===== src/rtl/servo_bank_if.sv =====
// Register bus between a host and servo_bank: byte-wide address/data with
// separate write and read strobes and registered read data.
interface servo_bank_if;
   logic [7:0] din;
   logic [7:0] address;
   logic       w_en;
   logic       r_en;
   logic [7:0] dout;

   modport master (output din, address, w_en, r_en, input dout);
   modport slave  (input din, address, w_en, r_en, output dout);
endinterface


===== src/rtl/servo_bank.sv =====
// servo_bank: register-mapped bank of servo PWM channels sharing one prescaler and frame counter.
// Optional feature macro SERVO_SLEW_EN: rate-limit CUR toward TARGET by STEP on every frame start.
module servo_bank #(
   parameter int         NUM_CHANNELS = 4,
   parameter logic [7:0] BASE_ADDRESS = 8'h00,
   parameter int         PRESCALE     = 102,
   parameter int         PERIOD_TICKS = 3150,
   parameter int         MIN_TICKS    = 91
) (
   input  logic                    clk,
   input  logic                    rst_n,
   servo_bank_if.slave             bus,
   output logic [NUM_CHANNELS-1:0] servo_pins
);
   localparam int          NREG       = NUM_CHANNELS + 3;
   localparam logic [7:0]  OFF_ENABLE = 8'(NUM_CHANNELS);
   localparam logic [7:0]  OFF_STEP   = 8'(NUM_CHANNELS + 1);
   localparam logic [7:0]  OFF_BUSY   = 8'(NUM_CHANNELS + 2);
   localparam logic [15:0] PRESCALE_W = 16'(PRESCALE);
   localparam logic [11:0] PERIOD_W   = 12'(PERIOD_TICKS);
   localparam logic [11:0] MIN_W      = 12'(MIN_TICKS);

   logic [15:0]             r_presc;
   logic                    r_tick;
   logic [11:0]             r_cnt;
   logic [7:0]              r_target [NUM_CHANNELS];
   logic [7:0]              r_cur    [NUM_CHANNELS];
   logic [NUM_CHANNELS-1:0] r_enable;
   logic [7:0]              r_dout;
   logic [NUM_CHANNELS-1:0] r_pins;
`ifdef SERVO_SLEW_EN
   logic [7:0]              r_step;
`endif

   logic [8:0]              w_diff9;
   logic [7:0]              w_off;
   logic                    w_hit;
   logic                    w_wr_hit;
   logic                    w_mapped;
   logic                    w_frame_start;
   logic [7:0]              w_rdata;
   logic [7:0]              w_enable8;
   logic [7:0]              w_busy8;
   logic [7:0]              w_cur_next [NUM_CHANNELS];
   logic [NUM_CHANNELS-1:0] w_pin_next;
   logic [NUM_CHANNELS-1:0] w_busy;

   // 9-bit subtraction so addresses below the base never alias into the map
   assign w_diff9  = {1'b0, bus.address} - {1'b0, BASE_ADDRESS};
   assign w_off    = w_diff9[7:0];
   assign w_hit    = !w_diff9[8] && (w_off < 8'(NREG));
   assign w_wr_hit = bus.w_en && w_hit;
`ifdef SERVO_SLEW_EN
   assign w_mapped = w_hit;
`else
   assign w_mapped = w_hit && (w_off != OFF_STEP);
`endif

   assign w_frame_start = r_tick && (r_cnt == PERIOD_W);
   assign w_enable8     = 8'(r_enable);
   assign w_busy8       = 8'(w_busy);

   genvar gi;
   generate
      for (gi = 0; gi < NUM_CHANNELS; gi++) begin : g_ch
`ifdef SERVO_SLEW_EN
         logic [7:0] w_up;
         logic [7:0] w_dn;
         assign w_up = r_target[gi] - r_cur[gi];
         assign w_dn = r_cur[gi] - r_target[gi];
         // A step never passes the target, so the sums below cannot wrap
         assign w_cur_next[gi] = (r_step == 8'd0)           ? r_target[gi] :
                                 (r_target[gi] > r_cur[gi]) ? ((w_up > r_step) ? r_cur[gi] + r_step : r_target[gi]) :
                                                              ((w_dn > r_step) ? r_cur[gi] - r_step : r_target[gi]);
`else
         assign w_cur_next[gi] = r_target[gi];
`endif
         assign w_pin_next[gi] = r_enable[gi] && (({4'h0, r_cur[gi]} + MIN_W) > r_cnt);
         assign w_busy[gi]     = (r_cur[gi] != r_target[gi]);
      end
   endgenerate

   always_comb begin
      w_rdata = 8'h00;
      if (w_mapped) begin
         if (w_off == OFF_ENABLE)
            w_rdata = w_enable8;
         else if (w_off == OFF_BUSY)
            w_rdata = w_busy8;
`ifdef SERVO_SLEW_EN
         else if (w_off == OFF_STEP)
            w_rdata = r_step;
`endif
         else begin
            for (int i = 0; i < NUM_CHANNELS; i++)
               if (w_off == 8'(i))
                  w_rdata = r_target[i];
         end
      end
   end

   always_ff @(posedge clk or negedge rst_n) begin
      if (!rst_n) begin
         r_presc  <= '0;
         r_tick   <= 1'b0;
         r_cnt    <= '0;
         r_enable <= '0;
         r_dout   <= '0;
         r_pins   <= '0;
         for (int i = 0; i < NUM_CHANNELS; i++) begin
            r_target[i] <= '0;
            r_cur[i]    <= '0;
         end
`ifdef SERVO_SLEW_EN
         r_step   <= '0;
`endif
      end else begin
         if (r_presc == PRESCALE_W) begin
            r_presc <= '0;
            r_tick  <= 1'b1;
         end else begin
            r_presc <= r_presc + 16'd1;
            r_tick  <= 1'b0;
         end
         if (r_tick)
            r_cnt <= (r_cnt == PERIOD_W) ? 12'd0 : r_cnt + 12'd1;

         // CUR samples TARGET before any same-edge write lands
         for (int i = 0; i < NUM_CHANNELS; i++) begin
            if (w_frame_start)
               r_cur[i] <= w_cur_next[i];
            if (w_wr_hit && (w_off == 8'(i)))
               r_target[i] <= bus.din;
         end
         if (w_wr_hit && (w_off == OFF_ENABLE))
            r_enable <= bus.din[NUM_CHANNELS-1:0];
`ifdef SERVO_SLEW_EN
         if (w_wr_hit && (w_off == OFF_STEP))
            r_step <= bus.din;
`endif

         r_pins <= w_pin_next;

         if (bus.r_en)
            r_dout <= w_rdata;
         else if (!w_mapped)
            r_dout <= 8'h00;
      end
   end

   assign bus.dout   = r_dout;
   assign servo_pins = r_pins;
endmodule


===== src/flat_wrapper.sv =====
// flat-port wrapper written by rule: the top's interface ports become plain ports
module servo_bank_flat 
#(
   parameter int         NUM_CHANNELS = 4,
   parameter logic [7:0] BASE_ADDRESS = 8'h00,
   parameter int         PRESCALE     = 102,
   parameter int         PERIOD_TICKS = 3150,
   parameter int         MIN_TICKS    = 91
)
  (clk, rst_n, servo_pins, bus_din, bus_address, bus_w_en, bus_r_en, bus_dout);
  servo_bank_if bus_i ();
  input  logic clk;
  input  logic rst_n;
  output logic [NUM_CHANNELS-1:0] servo_pins;
  input wire logic [$bits(bus_i.din)-1:0] bus_din;
  input wire logic [$bits(bus_i.address)-1:0] bus_address;
  input wire logic [$bits(bus_i.w_en)-1:0] bus_w_en;
  input wire logic [$bits(bus_i.r_en)-1:0] bus_r_en;
  output wire logic [$bits(bus_i.dout)-1:0] bus_dout;
  assign bus_i.din = bus_din;
  assign bus_i.address = bus_address;
  assign bus_i.w_en = bus_w_en;
  assign bus_i.r_en = bus_r_en;
  assign bus_dout = bus_i.dout;
  servo_bank #(.NUM_CHANNELS(NUM_CHANNELS), .BASE_ADDRESS(BASE_ADDRESS), .PRESCALE(PRESCALE), .PERIOD_TICKS(PERIOD_TICKS), .MIN_TICKS(MIN_TICKS)) u_core (.clk(clk), .rst_n(rst_n), .bus(bus_i), .servo_pins(servo_pins));
endmodule

===== config.mk =====
export PLATFORM = sky130hd
export DESIGN_NAME = servo_bank_flat
export DESIGN_NICKNAME = d
export VERILOG_FILES = /design/src/rtl/servo_bank_if.sv /design/src/rtl/servo_bank.sv /design/src/flat_wrapper.sv
export SDC_FILE = /design/constraint.sdc
export NUM_CORES = 1
export LEC_CHECK = 0
export BUFFER_PORTS_ARGS = -buffer_cell sky130_fd_sc_hd__buf_2
export CAP_MARGIN = 20
export CORE_MARGIN = 8
export CORE_UTILIZATION = 30
export DETAILED_ROUTE_END_ITERATION = 10
export PLACE_DENSITY_LB_ADDON = 0.08
export SLEW_MARGIN = 20
export SYNTH_ARGS = -nofsm -noshare
export SYNTH_HDL_FRONTEND = slang
export SYNTH_SLANG_ARGS = --single-unit
export TNS_END_PERCENT = 30

===== constraint.sdc =====
create_clock -name clk -period 2 [get_ports clk]
set_input_delay 0.2 -clock clk [delete_from_list [all_inputs] [get_ports clk]]
set_output_delay 0.2 -clock clk [all_outputs]
set_load 0.05 [all_outputs]

==> results.md <==
* Crit. End Element: register
* Worst-path fanout max at 2
* Crit path arrival time at 2.45 ns
* Worst slack, placed at -0.218 ns
* DR iter-0 viols at 188
* Total GRT Usage at 14.1%
* M2 GR Usage at 21.6%
* R2R setup slack at -0.15 ns
* Critical path's largest stage delay at 0.40 ns
* Fillcell total at 2109
* Max-slew violations at 0
* Post-synth EDFFs at 0
* Mapped Nets at 657
* Leakage at 3.73 nW
* Share of cells above drive strength 1 at 32.9%
* HP Class: in2reg
* Clock Latency Late Sink at 0.36 ns
* End of the critical path: u_core.servo_pins[3]$_DFF_PN0_
* Final Cell Area at 8050 um2
* Total global routing overflow at 0
* R2r startpoint: u_core.r_cur[1]$_DFFE_PN0P_
* Clock root cell: clkbuf_16
* Critical-path cell list: inv_2 -> ha_4 -> nor2b_2 -> o31a_1 -> o21a_1 -> ha_2 -> o21a_1 -> o211ai_1 -> or3_1 -> a21oi_2
* IO Port Bufs at 31
* Met1 Usage GRT at 19.8%
* Initial antenna violation count at 0
* Crit path top cell by count: o21a_1
* Mean number of vias per cell at 4.96
* Initial core utilization at 30.6%
* Post-synth top area share at 42.2%
* Die area at 26500 um2
* Post-synth top flop: dfrtp_1
* Row cnt at 53
* Final wirelength at 17.9 mm
* Die width at 163 um
* Drt wl/cell at 18.2 um
* Top Usage Layer GRT: met2
* Outcome: finished with violations
* Worst-margin pin slew at 0.576 ns
* Stages on worst setup path at 10
* Unrepaired setup endpoints after global routing: yes
* Power density over cell area at 549 nW/um2
* Worst Setup SP: u_core.r_cur[1]$_DFFE_PN0P_
* Seq cells post-synth at 109
* Synth area leader: dfrtp_1
* Final Hold Viols at 0
* Slew HR at 61.2%
* Reg clk slew, reported paths at 0.09 ns
* Most numerous cell in the Yosys netlist: dfrtp_1
* Core area at 21100 um2
* CTS Buf Count at 9
* Vias in the first global route at 5144
* Yosys cell types at 51
* Mapped Cells at 593
* Final hold slack at 0.147 ns
* Max Fclk at 464 MHz
* Area contributors post-synth: dfrtp_1, ha_1, mux2_2, xnor2_1, mux2_4
* Commonest cells in the netlist: dfrtp_1, xnor2_1, ha_1, mux2_2, nor2_1
* CTS tree: built
* Crit path time final at 2.15 ns
* CP startpoint kind: register
* Req. time, crit path at 2.29 ns
* Via Count at 4876
* Final setup viols at 4
* Router iterations before antenna repair at 4
* Maxcap violations at 0
* Die Y at 163 um
* Mapped Area at 6460 um2
* CTS sink cnt at 109
* Largest net degree at the start of global routing at 98
* Setup TNS at -0.477 ns
* Worst setup margin at -0.155 ns
* Setup CP Type: reg2reg
* Syn. warnings at 0
* Tcrit/Tclk final at 108%
* Antenna fix cells at 0
* DRC at 0
* First-pass GRT wire length at 28.8 mm
* H-tree levels at 3
* Post-synth ARST share at 100%
* IO Pins at 32
* DP Area at 7520 um2
* Crit-path slowest cell: dfrtp_1
* Antenna-violating nets left at 0
* Crit path buf inv count at 1
* Failing checks: negative setup slack
* Layout net count at 768
* Post-DP HPWL at 13.7 mm
* Synth-to-Final Area Change at 24.6%
* Syn avg cell area at 10.9 um2
* Cells on worst reg2reg path at 10
* Setup Skew at 0.0107 ns
* Final GP Congestion at 0.805
* Register area share after synthesis at 42.2%
* Global-route met3 utilization at 2.38%
* Worst reg2reg endpoint: u_core.servo_pins[3]$_DFF_PN0_
* Clock tree buffer depth at 2
* CP top delay family: compound AO/OA/AOI/OAI gates
* Peak VDD IR at 0.000411 V
[per-stage QoR]
stage / std cells / total power (W) / utilization, %
2_1_floorplan: 593 / 0.00245 / -
3_3_place_gp: 957 / 0.00260 / 35.7
3_5_place_dp: 957 / 0.00260 / 35.7
4_1_cts: 984 / 0.00450 / 38.0
5_1_grt: 984 / 0.00461 / 38.2
6_report: 984 / 0.00442 / 38.2
[per-layer routing]
| layer | wire, um | part of all wire, % |
|---|---|---|
| met2 | 8070 | 45 |
| met5 | 0 | 0 |
| met1 | 8880 | 49 |
| met3 | 634 | 3.5 |
| met4 | 356 | 2.0 |
[cells in the final DEF (no fill, tap or decap), drive strengths merged, types with 3 or more instances in the layout]
master	instances
a31oi	3
buf	112
xor2	26
or3	9
o21a	13
nand2b	4
nand4	19
nor3	18
mux2i	7
o221ai	7
nor4	10
dfrtp	109
mux2	64
nor2b	13
o21ai	18
and3	5
xnor2	49
clkbuf	9
nand3	23
o211ai	8
o2bb2ai	6
inv	36
nand2	23
a21oi	11
o31ai	3
a2111oi	4
ha	44
nor2	35
[area by class of cell]
class / count / area, um2 / area share [%]
Sequential cell: 109 / 2730 / 33.9
Clock buffer: 9 / 225 / 2.80
Tap cell: 275 / 344 / 4.27
Clock inverter: 7 / 82.6 / 1.03
Timing Repair Buffer: 113 / 813 / 10.1
Multi-Input combinational cell: 440 / 3740 / 46.5
Inverter: 31 / 116 / 1.45
[kinds of logic after synthesis]
kind of cell / Yosys count / synth area share [%]
AOI/OAI and AO/OA: 81 / 8.62
buffers and inverters: 44 / 2.85
muxes: 71 / 13.4
adders and majority gates: 44 / 8.52
DFF: 109 / 42.2
and+or+nand+nor: 169 / 14.2
xor gates and xnor gates: 75 / 10.2
[sequential cells by signal, summed over array words and instances (netlist names)]
signal             cells
u_core.r_cur          32
u_core.r_target       32
u_core.r_presc        16
u_core.r_cnt          12
u_core.bus.dout        8
u_core.r_enable        4
u_core.servo_pins      4
u_core.r_tick          1
[how the worst min path moves through the flow]
stage	startpoint	endpoint	slack [ns]	cells after the start
after global placement	rst_n	u_core.r_cnt[5]$_DFFE_PN0P_	0.09	1
final	bus_din[7]	u_core.r_target[7]$_DFFE_PN0P_	0.15	2
after CTS	bus_din[7]	u_core.r_target[15]$_DFFE_PN0P_	0.13	2
after detailed placement	rst_n	u_core.r_cnt[11]$_DFFE_PN0P_	0.08	1
after floorplan	rst_n	u_core.bus.dout[0]$_DFFE_PN0P_	-0.1	0
after global routing	bus_din[7]	u_core.r_target[15]$_DFFE_PN0P_	0.13	2
[power breakdown]
part           total [W]  leakage (nW)  switching (W)  internal [W]
Combinational   0.000251          2.07       0.000150      0.000100
Sequential       0.00230          1.50      0.0000568       0.00224
Clock            0.00187         0.153       0.000966      0.000909
[repair_timing]
item,4_1_cts,5_1_grt
pin swaps,13,4
endpoints found under the hold margin,12,0
hold buffers,1,0
gates resized for setup,24,9
setup buffers,10,0
setup endpoints to repair,9,4
Note: power is estimated with default switching activity, not from simulation.
